[src/rtl/conv_pkg.sv]
// Shared types and helpers for the streaming 2D convolution engine.
package conv_pkg;

  typedef enum logic [1:0] {
    IDLE,
    LOAD,
    RUN,
    DRAIN
  } state_t;

  // Ceiling log2 for widths; clog2(1) == 0.
  function automatic int clog2(input int n);
    int r;
    int v;
    r = 0;
    v = n - 1;
    while (v > 0) begin
      r = r + 1;
      v = v >> 1;
    end
    return r;
  endfunction

  // Accumulator width that holds the sum of K*K full-scale products without overflow.
  function automatic int acc_w(input int dw, input int cw, input int k);
    return dw + cw + 1 + clog2(k * k);
  endfunction

  // Round-half-up, arithmetic right shift, optional ReLU, then clamp to a dw-bit signed range.
  function automatic logic signed [63:0] quantise(input logic signed [63:0] sum,
                                                  input logic [31:0] shift,
                                                  input logic relu,
                                                  input int dw);
    logic signed [63:0] v;
    logic signed [63:0] max_v;
    logic signed [63:0] min_v;
    v = sum;
    if (shift != 32'd0) v = v + (64'sd1 <<< (shift - 32'd1));
    v = v >>> shift;
    if (relu && (v < 64'sd0)) v = 64'sd0;
    max_v = (64'sd1 <<< (dw - 1)) - 64'sd1;
    min_v = -(64'sd1 <<< (dw - 1));
    if (v > max_v) v = max_v;
    else if (v < min_v) v = min_v;
    return v;
  endfunction

endpackage

[src/rtl/conv_window_gen.sv]
// Line buffers plus KxK sliding window; flags windows lying fully inside the image.
module conv_window_gen
  import conv_pkg::*;
#(
  parameter int DATA_WIDTH  = 8,
  parameter int KERNEL_SIZE = 3,
  parameter int IMG_WIDTH   = 32,
  parameter int IMG_HEIGHT  = 32
) (
  input  logic                                         clk,
  input  logic                                         rst_n,
  input  logic                                         clr,
  input  logic                                         en,
  input  logic                                         adv,
  input  logic [DATA_WIDTH-1:0]                        pix,
  output logic [KERNEL_SIZE*KERNEL_SIZE*DATA_WIDTH-1:0] win,
  output logic                                         win_valid,
  output logic                                         win_last
);
  localparam int K     = KERNEL_SIZE;
  localparam int COL_W = (clog2(IMG_WIDTH) < 1) ? 1 : clog2(IMG_WIDTH);
  localparam int ROW_W = (clog2(IMG_HEIGHT) < 1) ? 1 : clog2(IMG_HEIGHT);
  localparam logic [COL_W-1:0] LAST_COL = COL_W'(IMG_WIDTH - 1);
  localparam logic [ROW_W-1:0] LAST_ROW = ROW_W'(IMG_HEIGHT - 1);
  localparam logic [COL_W-1:0] MIN_COL  = COL_W'(K - 1);
  localparam logic [ROW_W-1:0] MIN_ROW  = ROW_W'(K - 1);

  logic [COL_W-1:0]      col;
  logic [ROW_W-1:0]      row;
  logic [DATA_WIDTH-1:0] line_buf [K-1][IMG_WIDTH];
  logic [DATA_WIDTH-1:0] win_r    [K][K];
  logic [DATA_WIDTH-1:0] col_in   [K];

  // New window column: current pixel at the bottom, same column of older rows above it.
  always_comb begin
    for (int r = 0; r < K; r++) col_in[r] = '0;
    col_in[K-1] = pix;
    for (int r = 0; r < K - 1; r++) col_in[r] = line_buf[K-2-r][IMG_WIDTH-1];
  end

  // Shift line buffers and window per accepted pixel; valid drops on a pipeline bubble.
  always_ff @(posedge clk or negedge rst_n) begin
    if (!rst_n) begin
      col       <= '0;
      row       <= '0;
      win_valid <= 1'b0;
      win_last  <= 1'b0;
      for (int j = 0; j < K - 1; j++)
        for (int i = 0; i < IMG_WIDTH; i++) line_buf[j][i] <= '0;
      for (int r = 0; r < K; r++)
        for (int c = 0; c < K; c++) win_r[r][c] <= '0;
    end else if (clr) begin
      col       <= '0;
      row       <= '0;
      win_valid <= 1'b0;
      win_last  <= 1'b0;
    end else if (en) begin
      for (int j = 0; j < K - 1; j++) begin
        line_buf[j][0] <= (j == 0) ? pix : line_buf[(j == 0) ? 0 : j-1][IMG_WIDTH-1];
        for (int i = 1; i < IMG_WIDTH; i++) line_buf[j][i] <= line_buf[j][i-1];
      end
      for (int r = 0; r < K; r++) begin
        for (int c = 0; c < K - 1; c++) win_r[r][c] <= win_r[r][c+1];
        win_r[r][K-1] <= col_in[r];
      end
      win_valid <= (row >= MIN_ROW) && (col >= MIN_COL);
      win_last  <= (row == LAST_ROW) && (col == LAST_COL);
      if (col == LAST_COL) begin
        col <= '0;
        if (row != LAST_ROW) row <= row + 1'b1;
      end else begin
        col <= col + 1'b1;
      end
    end else if (adv) begin
      win_valid <= 1'b0;
      win_last  <= 1'b0;
    end
  end

  // Flatten window in raster order, tap index r*K+c.
  always_comb begin
    win = '0;
    for (int r = 0; r < K; r++)
      for (int c = 0; c < K; c++)
        win[(r*K+c)*DATA_WIDTH +: DATA_WIDTH] = win_r[r][c];
  end

endmodule

[src/rtl/conv2d_stream_engine.sv]
// Streaming KxK convolution: control FSM, coefficient bank, MAC and quantise stages.
module conv2d_stream_engine
  import conv_pkg::*;
#(
  parameter int DATA_WIDTH  = 8,
  parameter int COEF_WIDTH  = 8,
  parameter int KERNEL_SIZE = 3,
  parameter int IMG_WIDTH   = 32,
  parameter int IMG_HEIGHT  = 32,
  parameter int SHIFT_WIDTH = 5
) (
  input  logic                         clk,
  input  logic                         rst_n,
  input  logic                         cfg_load,
  input  logic                         coef_valid,
  input  logic signed [COEF_WIDTH-1:0] coef_data,
  output logic                         coef_ready,
  input  logic                         start,
  input  logic [SHIFT_WIDTH-1:0]       cfg_shift,
  input  logic                         cfg_relu,
  input  logic                         s_valid,
  input  logic [DATA_WIDTH-1:0]        s_data,
  output logic                         s_ready,
  output logic                         m_valid,
  output logic [DATA_WIDTH-1:0]        m_data,
  output logic                         m_last,
  input  logic                         m_ready,
  output logic                         busy,
  output logic                         done
);
  localparam int K      = KERNEL_SIZE;
  localparam int NTAP   = K * K;
  localparam int PROD_W = DATA_WIDTH + COEF_WIDTH + 1;
  localparam int ACC_W  = acc_w(DATA_WIDTH, COEF_WIDTH, K);
  localparam int IDX_W  = clog2(NTAP);
  localparam int NPIX   = IMG_WIDTH * IMG_HEIGHT;
  localparam int PCNT_W = clog2(NPIX);
  localparam logic [IDX_W-1:0]  LAST_IDX = IDX_W'(NTAP - 1);
  localparam logic [PCNT_W-1:0] LAST_PIX = PCNT_W'(NPIX - 1);

  state_t                         state;
  logic [IDX_W-1:0]               coef_idx;
  logic [PCNT_W-1:0]              pix_cnt;
  logic [SHIFT_WIDTH-1:0]         shift_q;
  logic                           relu_q;
  logic signed [COEF_WIDTH-1:0]   coef [NTAP];
  logic                           adv;
  logic                           accept;
  logic                           win_clr;
  logic [NTAP*DATA_WIDTH-1:0]     win;
  logic                           win_valid;
  logic                           win_last;
  logic signed [PROD_W-1:0]       prod [NTAP];
  logic                           v1;
  logic                           l1;
  logic signed [ACC_W-1:0]        sum;
  logic [DATA_WIDTH-1:0]          q_data;

  assign adv     = !m_valid || m_ready;
  assign s_ready = (state == RUN) && adv;
  assign accept  = s_valid && s_ready;
  assign win_clr = (state == IDLE) && start;

  // Sequencing: coefficient load, frame run, drain to empty, done pulse.
  always_ff @(posedge clk or negedge rst_n) begin
    if (!rst_n) begin
      state      <= IDLE;
      coef_idx   <= '0;
      pix_cnt    <= '0;
      shift_q    <= '0;
      relu_q     <= 1'b0;
      coef_ready <= 1'b0;
      busy       <= 1'b0;
      done       <= 1'b0;
    end else begin
      done <= 1'b0;
      unique case (state)
        IDLE: begin
          if (start) begin
            state   <= RUN;
            busy    <= 1'b1;
            pix_cnt <= '0;
            shift_q <= cfg_shift;
            relu_q  <= cfg_relu;
          end else if (cfg_load) begin
            state      <= LOAD;
            busy       <= 1'b1;
            coef_ready <= 1'b1;
            coef_idx   <= '0;
          end
        end
        LOAD: begin
          if (coef_valid) begin
            coef_idx <= coef_idx + 1'b1;
            if (coef_idx == LAST_IDX) begin
              state      <= IDLE;
              busy       <= 1'b0;
              coef_ready <= 1'b0;
            end
          end
        end
        RUN: begin
          if (accept) begin
            pix_cnt <= pix_cnt + 1'b1;
            if (pix_cnt == LAST_PIX) state <= DRAIN;
          end
        end
        DRAIN: begin
          if (!win_valid && !v1 && adv) begin
            state <= IDLE;
            busy  <= 1'b0;
            done  <= 1'b1;
          end
        end
        default: state <= IDLE;
      endcase
    end
  end

  // Coefficient bank, written in raster order while loading.
  always_ff @(posedge clk or negedge rst_n) begin
    if (!rst_n) begin
      for (int i = 0; i < NTAP; i++) coef[i] <= '0;
    end else if (coef_ready && coef_valid) begin
      coef[coef_idx] <= coef_data;
    end
  end

  conv_window_gen #(
    .DATA_WIDTH (DATA_WIDTH),
    .KERNEL_SIZE(KERNEL_SIZE),
    .IMG_WIDTH  (IMG_WIDTH),
    .IMG_HEIGHT (IMG_HEIGHT)
  ) u_window (
    .clk      (clk),
    .rst_n    (rst_n),
    .clr      (win_clr),
    .en       (accept),
    .adv      (adv),
    .pix      (s_data),
    .win      (win),
    .win_valid(win_valid),
    .win_last (win_last)
  );

  // Products of signed coefficients with zero-extended pixels.
  always_ff @(posedge clk or negedge rst_n) begin
    if (!rst_n) begin
      v1 <= 1'b0;
      l1 <= 1'b0;
      for (int i = 0; i < NTAP; i++) prod[i] <= '0;
    end else if (adv) begin
      v1 <= win_valid;
      l1 <= win_last;
      for (int i = 0; i < NTAP; i++)
        prod[i] <= PROD_W'(coef[i]) * PROD_W'($signed({1'b0, win[i*DATA_WIDTH +: DATA_WIDTH]}));
    end
  end

  // Adder tree and quantisation to the output width.
  always_comb begin
    sum = '0;
    for (int i = 0; i < NTAP; i++) sum = sum + ACC_W'(prod[i]);
    q_data = DATA_WIDTH'(quantise(64'(sum), 32'(shift_q), relu_q, DATA_WIDTH));
  end

  // Output register; held while downstream stalls.
  always_ff @(posedge clk or negedge rst_n) begin
    if (!rst_n) begin
      m_valid <= 1'b0;
      m_last  <= 1'b0;
      m_data  <= '0;
    end else if (adv) begin
      m_valid <= v1;
      m_last  <= v1 && l1;
      if (v1) m_data <= q_data;
    end
  end

endmodule
[config.mk]
export PLATFORM = sky130hd
export DESIGN_NAME = conv2d_stream_engine
export DESIGN_NICKNAME = d
export VERILOG_FILES = /design/src/rtl/conv_pkg.sv /design/src/rtl/conv_window_gen.sv /design/src/rtl/conv2d_stream_engine.sv
export SDC_FILE = /design/constraint.sdc
export NUM_CORES = 2
export LEC_CHECK = 0
export CAP_MARGIN = 20
export CORE_MARGIN = 3
export CORE_UTILIZATION = 55
export CTS_CLUSTER_DIAMETER = 30
export DETAILED_ROUTE_END_ITERATION = 7
export PLACE_DENSITY = 0.71
export SETUP_SLACK_MARGIN = 0.15
export SLEW_MARGIN = 20
export SYNTH_ARGS = -nofsm -noshare
export SYNTH_HDL_FRONTEND = slang
export SYNTH_SLANG_ARGS = --single-unit
[constraint.sdc]
create_clock -name clk -period 11.6 [get_ports clk]
set_clock_uncertainty 0.2 [all_clocks]
set_input_delay 1.74 -clock clk [delete_from_list [all_inputs] [get_ports clk]]
set_output_delay 1.74 -clock clk [all_outputs]
set_load 0.01 [all_outputs]
==> impl_metrics.yaml <==
global_routing:
  grt_pass1_vias: 46000
  antenna_found_initial: 7
  grt_usage_pct: 27.9
  grt_overflow_total: 0
  grt_max_degree: 205
  grt_pass1_wl_um: 249000
clock_network:
  cts.sinks: 810
  htreeDepth: 4
  post_cts_buffers: 0
  clk_latency_ns: 0.76
  cts_hold_buf: 0
  path_clk_slew_ns: 0.05
  numCtsBuffers: 168
  cts_resized: 0
  clockBufferDepth: 3
  cts_tree: "yes"
  root_buffer: "clkbuf_16"
synthesis:
  synth_edf_count: 0
  avgSynthCellArea_um2: 8.72
  yosysWarnings: 0
  synth-seq-cells: 810
  synth.yosys.seq_area_share_pct: 34.4
  syn_area_um2: 58900
  synth_cells: 6754
  synth_ff_type: "dfrtp_1"
  synth_nets: 7691
  ys_types: 94
  synthArstFlopShare_pct: 100
critical_path:
  slowest_stage: "or4b_2"
  crit_arrival_ns: 11.05
  worst-setup-path-type: "register to register"
  cpPeakStageDelay_ns: 0.67
  critPathLaunchType: "register"
  r2r.worst_path.cells: 34
  crit_required_ns: 11.96
  endpoint_kind: "register"
  r2r_setup_slack_ns: 0.91
  crit_fanout: 13
routing:
  drcViolationCount: 3
  drt_first_iter_violations: 3373
  drt_wl_total_um: 151000
  first_pass_iters: 8
  vias_per_cell: 5.51
  antenna_left: 0
  avgRoutedWirePerCell_um: 18.3
  num_vias: 45300
sta:
  hold_viol: 0
  max_clock_freq_mhz: 93.5
  grt_setup_unrepaired: "no"
  tightestPinTransition_ns: 1.19
  slew_violations: 0
  period_share_pct: 92.2
  min_period_ns: 10.69
  setup-tns-final_ns: 0
  slew_headroom_pct: 20.5
  setup_viol: 0
die:
  die_area_um2: 111000
  die_w_um: 333
  initial_core_util_pct: 55.7
  coreArea_um2: 106000
  die_h_um: 333
  ios: 43
  row_count: 119
hold_path:
  min_path_cells: 2
  min_path_type: "register to register"
run:
  maxCapViolations: 0
placed_design:
  placed_area_um2: 60300
  gp_congestion: 1.01
  placed_cells: 7917
  place.port_buffers: 42
  hpwl_um: 109000
status:
  outcome: "complete, but fails checks"
  violations: "DRC"
layout:
  design_area_um2: 66300
  instances_no_fill: 8229
  fin_nets: 7633
  syn2layout_area_growth_pct: 12.5
  nFillCells: 8715
  drive_gt1_share_pct: 6.52
  post-route-util_pct: 62.6
==> cell usage after synthesis (all sizes together) (54+ instances only) <==
library cell / count / share of area [%]
dfrtp: 810 / 34
ha: 452 / 9.6
nor2: 283 / 1.8
nand2: 2169 / 14
fa: 456 / 15
o21ai: 188 / 1.6
mux2: 84 / 1.6
clkbuf: 274 / 1.7
inv: 700 / 4.5
and2: 342 / 3.6
xnor2: 81 / 1.2
a21oi: 221 / 1.9
nand2b: 65 / 0.69
nand3: 54 / 0.46
==> flip-flops by register name (all words and copies together) (netlist names), 2 cells and up <==
register and count:
u_window.win 24, state 2, prod 153, coef 72, u_window.col_in 16, u_window.row 5, coef_idx 4, u_window.line_buf 496
shift_q 5, u_window.col 5, m_data 8, pix_cnt 10
==> cell usage in the layout (no fill, tap or decap), types with 20 or more instances in the layout <==
cell type,instances
nand4_1,21
clkinv_2,26
nor2_1,283
fa_1,456
a21o_1,28
xnor2_1,81
o211ai_1,29
clkdlybuf4s50_1,41
ha_1,452
o21a_1,20
and3_1,25
xor2_1,40
clkbuf_16,170
o31ai_1,37
clkbuf_1,25
bufinv_16,24
and2_1,339
mux2i_1,34
a21oi_1,219
nand2_1,2166
a211oi_1,28
nand3_1,54
mux2_2,84
nor3_1,39
dfrtp_1,810
inv_1,700
nand2b_1,64
o21ai_0,182
buf_4,33
==> worst paths after layout <==
check / startpoint / to
max: prod[2]$_DFFE_PN0N_ / m_data[0]$_DFFE_PN0P_
min: u_window.line_buf[84]$_DFFE_PN0P_ / u_window.line_buf[76]$_DFFE_PN0P_
max reg2reg: prod[2]$_DFFE_PN0N_ / m_data[0]$_DFFE_PN0P_
min reg2reg: u_window.line_buf[84]$_DFFE_PN0P_ / u_window.line_buf[76]$_DFFE_PN0P_
max in group asynchronous: rst_n / prod[102]$_DFFE_PN0N_
min in group asynchronous: rst_n / u_window.line_buf[90]$_DFFE_PN0P_
==> logic make-up (layout without fill, tap and decap cells) <==
kind of cell	Yosys count	in the layout	share of synthesized area [%]
xor+xnor	121	121	1.80
compound gates	699	699	7.46
flops	810	810	34.4
fa+ha+maj	908	908	25.1
simple gates	3084	3084	22.4
mux	123	123	2.37
buf+inv	1009	1091	6.50
other cells	0	2	0
==> through the flow <==
| step | hold WS (ns) | worst slack (ns) |
|---|---|---|
| after global placement | 0.245 | 1.14 |
| final | 0.255 | 0.910 |
| after global routing | 0.267 | 0.364 |
| after floorplan | 0.239 | 2.50 |
| after detailed placement | 0.248 | 1.13 |
| after CTS | 0.254 | 1.01 |
==> critical path: cells and delay by family (launching register included) <==
kind / cells / cell delay [ns]
simple gates: 9 / 3.34
fa+ha+maj: 7 / 3.15
flops: 1 / 0.32
compound gates: 12 / 2.90
buf+inv: 6 / 0.58
==> routing by layer <==
layer,wire length (um),GRT usage (%),vias up
met2,71200,45.0,1219
li1,-,-,21300
met3,8520,4.58,267
met4,4440,9.10,0
met5,0,0,-
met1,66700,38.7,22500
==> cell type report <==
cell class	instances	area (um^2)	area share (%)
Sequential cell	810	20300	30.6
Tap cell	1391	1740	2.63
Multi-Input combinational cell	4935	34900	52.6
Antenna cell	2	5.00	0.00755
Clock inverter	102	1510	2.27
Inverter	702	2640	3.98
Timing Repair Buffer	79	753	1.14
Clock buffer	208	4530	6.83
Power is not shown: default switching activity piles up to over one toggle a cycle in this logic, so the estimate is an artifact.
